**src/rtl/mem_arbiter.sv**
```systemverilog
// Shares one single-ported word memory between instruction fetch and load/store.
// Handles arbitration with anti-starvation, store lane steering, load extension and misalignment.
module mem_arbiter #(
    parameter int unsigned ADDR_WIDTH   = 12,
    parameter int unsigned STARVE_LIMIT = 4
) (
    input  logic                  clk,
    input  logic                  rst_n,
    input  logic                  if_req,
    input  logic [31:0]           if_addr,
    output logic                  if_gnt,
    output logic                  if_rvalid,
    output logic [31:0]           if_rdata,
    input  logic                  d_req,
    input  logic                  d_we,
    input  logic [31:0]           d_addr,
    input  logic [1:0]            d_size,
    input  logic                  d_unsigned,
    input  logic [31:0]           d_wdata,
    output logic                  d_gnt,
    output logic                  d_rvalid,
    output logic [31:0]           d_rdata,
    output logic                  d_misalign,
    output logic                  mem_en,
    output logic                  mem_we,
    output logic [3:0]            mem_be,
    output logic [ADDR_WIDTH-1:0] mem_addr,
    output logic [31:0]           mem_wdata,
    input  logic [31:0]           mem_rdata
);

    localparam int unsigned CNT_W = (STARVE_LIMIT < 1) ? 1 : $clog2(STARVE_LIMIT + 1);

    typedef enum logic [1:0] {
        OWN_NONE = 2'd0,
        OWN_IF   = 2'd1,
        OWN_D    = 2'd2
    } owner_e;

    typedef struct packed {
        logic [1:0] off;
        logic [1:0] size;
        logic       uns;
        logic       we;
        logic       mis;
    } rsp_ctx_t;

    owner_e           owner_q, owner_d;
    rsp_ctx_t         ctx_q, ctx_d;
    logic [CNT_W-1:0] starve_q, starve_d;

    logic        fetch_force;
    logic        d_mis;
    logic [3:0]  store_be;
    logic [31:0] store_wdata;
    logic [7:0]  ld_byte;
    logic [15:0] ld_half;
    logic [31:0] ld_ext;

    // Byte-address bits the word-organised memory never sees
    logic unused_bits;
    assign unused_bits = ^{if_addr[31:ADDR_WIDTH+2], if_addr[1:0], d_addr[31:ADDR_WIDTH+2]};

    assign fetch_force = (starve_q == CNT_W'(STARVE_LIMIT));
    assign d_mis       = ((d_size == 2'b01) && d_addr[0]) || (d_size[1] && (d_addr[1:0] != 2'b00));

    // Store lane steering: replicate data across lanes, enable only the addressed bytes
    always_comb begin
        store_be    = 4'b1111;
        store_wdata = d_wdata;
        case (d_size)
            2'b00: begin
                store_be    = 4'b0001 << d_addr[1:0];
                store_wdata = {4{d_wdata[7:0]}};
            end
            2'b01: begin
                store_be    = d_addr[1] ? 4'b1100 : 4'b0011;
                store_wdata = {2{d_wdata[15:0]}};
            end
            default: begin
                store_be    = 4'b1111;
                store_wdata = d_wdata;
            end
        endcase
    end

    // State register: response owner, its captured context, and fetch starvation count
    always_ff @(posedge clk or negedge rst_n) begin
        if (!rst_n) begin
            owner_q  <= OWN_NONE;
            ctx_q    <= '0;
            starve_q <= '0;
        end else begin
            owner_q  <= owner_d;
            ctx_q    <= ctx_d;
            starve_q <= starve_d;
        end
    end

    // Next state: record who owns next cycle's response
    always_comb begin
        owner_d  = OWN_NONE;
        ctx_d    = ctx_q;
        starve_d = starve_q;
        if (if_gnt) begin
            owner_d = OWN_IF;
        end else if (d_gnt) begin
            owner_d    = OWN_D;
            ctx_d.off  = d_addr[1:0];
            ctx_d.size = d_size;
            ctx_d.uns  = d_unsigned;
            ctx_d.we   = d_we;
            ctx_d.mis  = d_mis;
        end
        if (!if_req || if_gnt) begin
            starve_d = '0;
        end else if (starve_q != CNT_W'(STARVE_LIMIT)) begin
            starve_d = starve_q + CNT_W'(1);
        end
    end

    // Outputs: arbitration and memory drive for this cycle; nothing is granted while in reset
    always_comb begin
        if_gnt    = 1'b0;
        d_gnt     = 1'b0;
        mem_en    = 1'b0;
        mem_we    = 1'b0;
        mem_be    = 4'b0000;
        mem_addr  = '0;
        mem_wdata = '0;
        if (rst_n) begin
            if (if_req && (fetch_force || !d_req)) begin
                if_gnt   = 1'b1;
                mem_en   = 1'b1;
                mem_addr = if_addr[ADDR_WIDTH+1:2];
            end else if (d_req) begin
                d_gnt = 1'b1;
                if (!d_mis) begin
                    mem_en   = 1'b1;
                    mem_we   = d_we;
                    mem_addr = d_addr[ADDR_WIDTH+1:2];
                    if (d_we) begin
                        mem_be    = store_be;
                        mem_wdata = store_wdata;
                    end
                end
            end
        end
    end

    // Load data: pick the addressed byte/half, then sign- or zero-extend
    always_comb begin
        case (ctx_q.off)
            2'd0:    ld_byte = mem_rdata[7:0];
            2'd1:    ld_byte = mem_rdata[15:8];
            2'd2:    ld_byte = mem_rdata[23:16];
            default: ld_byte = mem_rdata[31:24];
        endcase
        ld_half = ctx_q.off[1] ? mem_rdata[31:16] : mem_rdata[15:0];
        case (ctx_q.size)
            2'b00:   ld_ext = {{24{!ctx_q.uns && ld_byte[7]}}, ld_byte};
            2'b01:   ld_ext = {{16{!ctx_q.uns && ld_half[15]}}, ld_half};
            default: ld_ext = mem_rdata;
        endcase
    end

    // Response decode from the registered owner
    always_comb begin
        if_rvalid  = (owner_q == OWN_IF);
        if_rdata   = (owner_q == OWN_IF) ? mem_rdata : 32'h0;
        d_rvalid   = (owner_q == OWN_D) && !ctx_q.mis;
        d_misalign = (owner_q == OWN_D) && ctx_q.mis;
        d_rdata    = ((owner_q == OWN_D) && !ctx_q.mis && !ctx_q.we) ? ld_ext : 32'h0;
    end

endmodule

```
**config.mk**
```make
export PLATFORM = sky130hd
export DESIGN_NAME = mem_arbiter
export DESIGN_NICKNAME = d
export VERILOG_FILES = /design/src/rtl/mem_arbiter.sv
export SDC_FILE = /design/constraint.sdc
export NUM_CORES = 1
export LEC_CHECK = 0
export ABC_AREA = 1
export CORE_AREA = 2 2 99 101
export DETAILED_ROUTE_END_ITERATION = 16
export DIE_AREA = 0 0 101 103
export GPL_ROUTABILITY_DRIVEN = 0
export PLACE_DENSITY = 0.75
export SETUP_SLACK_MARGIN = 0.4
export SKIP_LAST_GASP = 1
export SYNTH_ARGS = -nofsm -noshare
export SYNTH_HDL_FRONTEND = slang
export SYNTH_SLANG_ARGS = --single-unit
```
**constraint.sdc**
```tcl
create_clock -name clk -period 2 [get_ports clk]
set_input_delay 0.4 -clock clk [delete_from_list [all_inputs] [get_ports clk]]
set_output_delay 0.4 -clock clk [all_outputs]
set_load 0.05 [all_outputs]
```
==> flow_metrics.py <==
metrics = {
    "outcome": {
        "status": "complete, but fails checks",
        "violations": "setup timing",
    },
    "setup_path": {
        "reg2reg_to": "ctx_q[0]",
        "cp_slowest_cell": "dfrtp_1",
        "r2r_slack_ns": 0.06,
        "reg2reg_depth": 15,
        "crit_path_cell_trace": "inv_2 -> ha_4 -> nand2_4 -> nand2_2 -> nand2_2 -> inv_2 -> nor2_4 -> nand2_4 -> nor2_8 -> buf_12 -> o21ai_2 -> nor2_4 -> buf_12",
        "cp_num_buf_inv": 4,
        "worst_path_largest_cell_delay_ns": 0.40,
        "cp_max_fo": 6,
        "path_delay_family": "simple AND/OR/NAND/NOR gates",
        "worstSetupStartpointType": "flip-flop",
        "r2r-start": "starve_q[1]",
        "cp-startpoint": "starve_q[1]",
        "crit_type": "flip-flop to output pin",
        "arrival_ns": 2.03,
        "end_kind": "output pin",
        "required_ns": 1.60,
    },
    "timing": {
        "rsz0062_at_grt": "yes",
        "relSlewSlack_pct": 74.57,
        "setup_slack_ns": -0.4303,
        "finalSetupTns_ns": -25.34,
        "hold-worst-slack_ns": 0.2938,
        "drv_slew": 0,
        "tightest_slew_ns": 0.3801,
        "hold_viol": 0,
        "post-route-min-period_ns": 2.430,
        "fmax_mhz": 411.5,
        "skew_ns": 0.006075,
        "min_period_over_period_pct": 121.5,
        "setup_viol_count_final": 84,
    },
    "clocking": {
        "clk_pin_slew_worst_paths_ns": 0.06,
        "cts-root-buf": "clkbuf_8",
        "htreeDepth": 1,
        "cts_buffer_depth": 2,
        "worstSkewPairLatency_ns": 0.24,
        "numCtsBuffers": 3,
        "ctsHoldBuffers": 0,
        "cts_tree": "done",
        "cts.sinks": 12,
    },
    "routing": {
        "firstDrtPassIters": 5,
        "routed_wl_um": 20950,
        "drt_iter0_markers": 223,
        "post-route-drc-count": 0,
        "viasPerCell": 5.536,
        "ant_nets": 0,
        "wl_per_cell_um": 23.54,
        "vias": 4927,
    },
    "global_routing": {
        "track_usage_pct": 30.52,
        "antenna_found_initial": 1,
        "gr-total-overflow": 0,
        "grt_pass1_wl_um": 24920,
        "grt_start_max_net_pins": 18,
        "grt_pass1_vias": 5000,
    },
    "floorplanning": {
        "die_area_um2": 10400,
        "core_area_um2": 9459,
        "die_h_um": 103,
        "start_util_pct": 24.92,
        "rows": 36,
        "fp.dieW_um": 101,
        "ios": 255,
    },
    "placed_design": {
        "io_buffer_count": 216,
        "dp_hpwl_um": 11440,
    },
    "finish": {
        "final_cell_mix": "131 x buf_12, 88 x nor2_4, 74 x buf_4",
        "fin_nets": 915,
        "fillers": 312,
        "multi_input_area_um2": 3093,
        "regArea_um2": 306.5,
        "layout-area-overhead-vs-synth_pct": 263.2,
        "layout-drive-gt1-share_pct": 64.52,
        "final_common_cell": "buf_12",
    },
    "logic_synthesis": {
        "synth_seq_cells": 12,
        "syn_inst": 454,
        "syn_nets": 592,
        "post_synth.cell_area_avg_um2": 5.192,
        "ys_top_cells_by_area": "nand2_1 17%, nor2_1 15%, dfrtp_1 13%",
        "seq_area_frac_synth_pct": 12.74,
        "synth_area_um2": 2357,
        "synth_top_area_share_pct": 17.04,
        "yosys.cell_types.count": 30,
        "ys.warnings.count": 0,
        "synth_top_area_cell": "nand2_1",
    },
    "power_and_ir_drop": {
        "p_leak_nw": 3.776,
        "power.density_nw_per_um2": 367.0,
        "irDropWorstVdd_mv": 0.2432,
    },
    "worst_hold_path": {
        "hp-class": "input port to async pin",
    },
    "job": {
        "drv_cap": 0,
    },
}
[cell type report]
| cell class | instances | area share [%] |
|---|---|---|
| timing repair buffer | 335 | 53.57 |
| multi-input combinational | 350 | 36.12 |
| inverter | 73 | 4.267 |
| sequential | 12 | 3.580 |
| tap | 114 | 1.666 |
| clock buffer | 3 | 0.4822 |
| timing repair inverter | 2 | 0.2777 |
| antenna | 1 | 0.02923 |
[synth_stat cells]
master    count
nand2_1     107
nor2_1       95
inv_1        65
a21oi_1      40
o21ai_0      31
nor2_2       27
nand3_1      17
dfrtp_1      12
clkbuf_1      8
o22ai_1       8
buf_2         7
o211ai_1      7
inv_2         6
buf_6         4
a31oi_1       2
ha_1          2
nand2_4       2
nor2_8        2
a21oi_4       1
buf_4         1
clkinv_1      1
inv_4         1
nand3_2       1
nand3_4       1
nor2_4        1
nor3_1        1
nor3_2        1
o21ai_1       1
xnor2_1       1
xor2_1        1
[sequential cells by signal (all words and copies together) (netlist names)]
name and count:
ctx_q 7, starve_q 3, owner_q 2
[routing by layer]
layer / track usage (%) / part of all wire, %
met1: 30.45 / 30
met2: 58.92 / 53
met3: 7.254 / 9.6
met4: 15.38 / 7.4
met5: 0 / 0
[report_power, final]
group	switching (mW)	internal, mW
clock network	0.0914	0.133
logic	1.46	1.12
registers	0.0609	0.282
total	1.61	1.53
[through the flow]
stage / power (mW) / cell area (µm²) / instances / setup slack [ns] / util (%)
2_1_floorplan: 1.309 / 3259 / 454 / -0.2651 / -
3_3_place_gp: 2.105 / 7159 / 833 / -0.4098 / 75.69
3_5_place_dp: 2.160 / 7159 / 833 / -0.4930 / 75.69
4_1_cts: 2.634 / 7943 / 872 / -0.3047 / 83.97
5_1_grt: 3.233 / 8562 / 890 / -0.4602 / 90.52
6_report: 3.142 / 8562 / 890 / -0.4303 / 90.52
[cell families after synthesis]
family | after synthesis | share of synthesized area [%]
buffers and inverters | 93 | 16.72
XOR/XNOR | 2 | 0.7432
AO/OA/AOI/OAI | 90 | 20.86
adder cells (fa/ha/maj) | 2 | 1.061
flip-flops | 12 | 12.74
AND/OR/NAND/NOR | 255 | 47.88
[repair_timing]
action | in CTS | in global routing
endpoints found under the setup margin | 118 | 126
buffers inserted | 30 | 15
pin swaps | 44 | 37
resized for setup | 143 | 127
cloned | 6 | 2
[worst max-delay path by stage]
stage	cells after the start	end
after floorplan	12	mem_be[0]
after global placement	10	mem_wdata[24]
after detailed placement	10	mem_wdata[25]
after CTS	13	mem_be[1]
after global routing	13	mem_wdata[11]
final	13	mem_wdata[11]
Power figures use the tool's default switching activity.
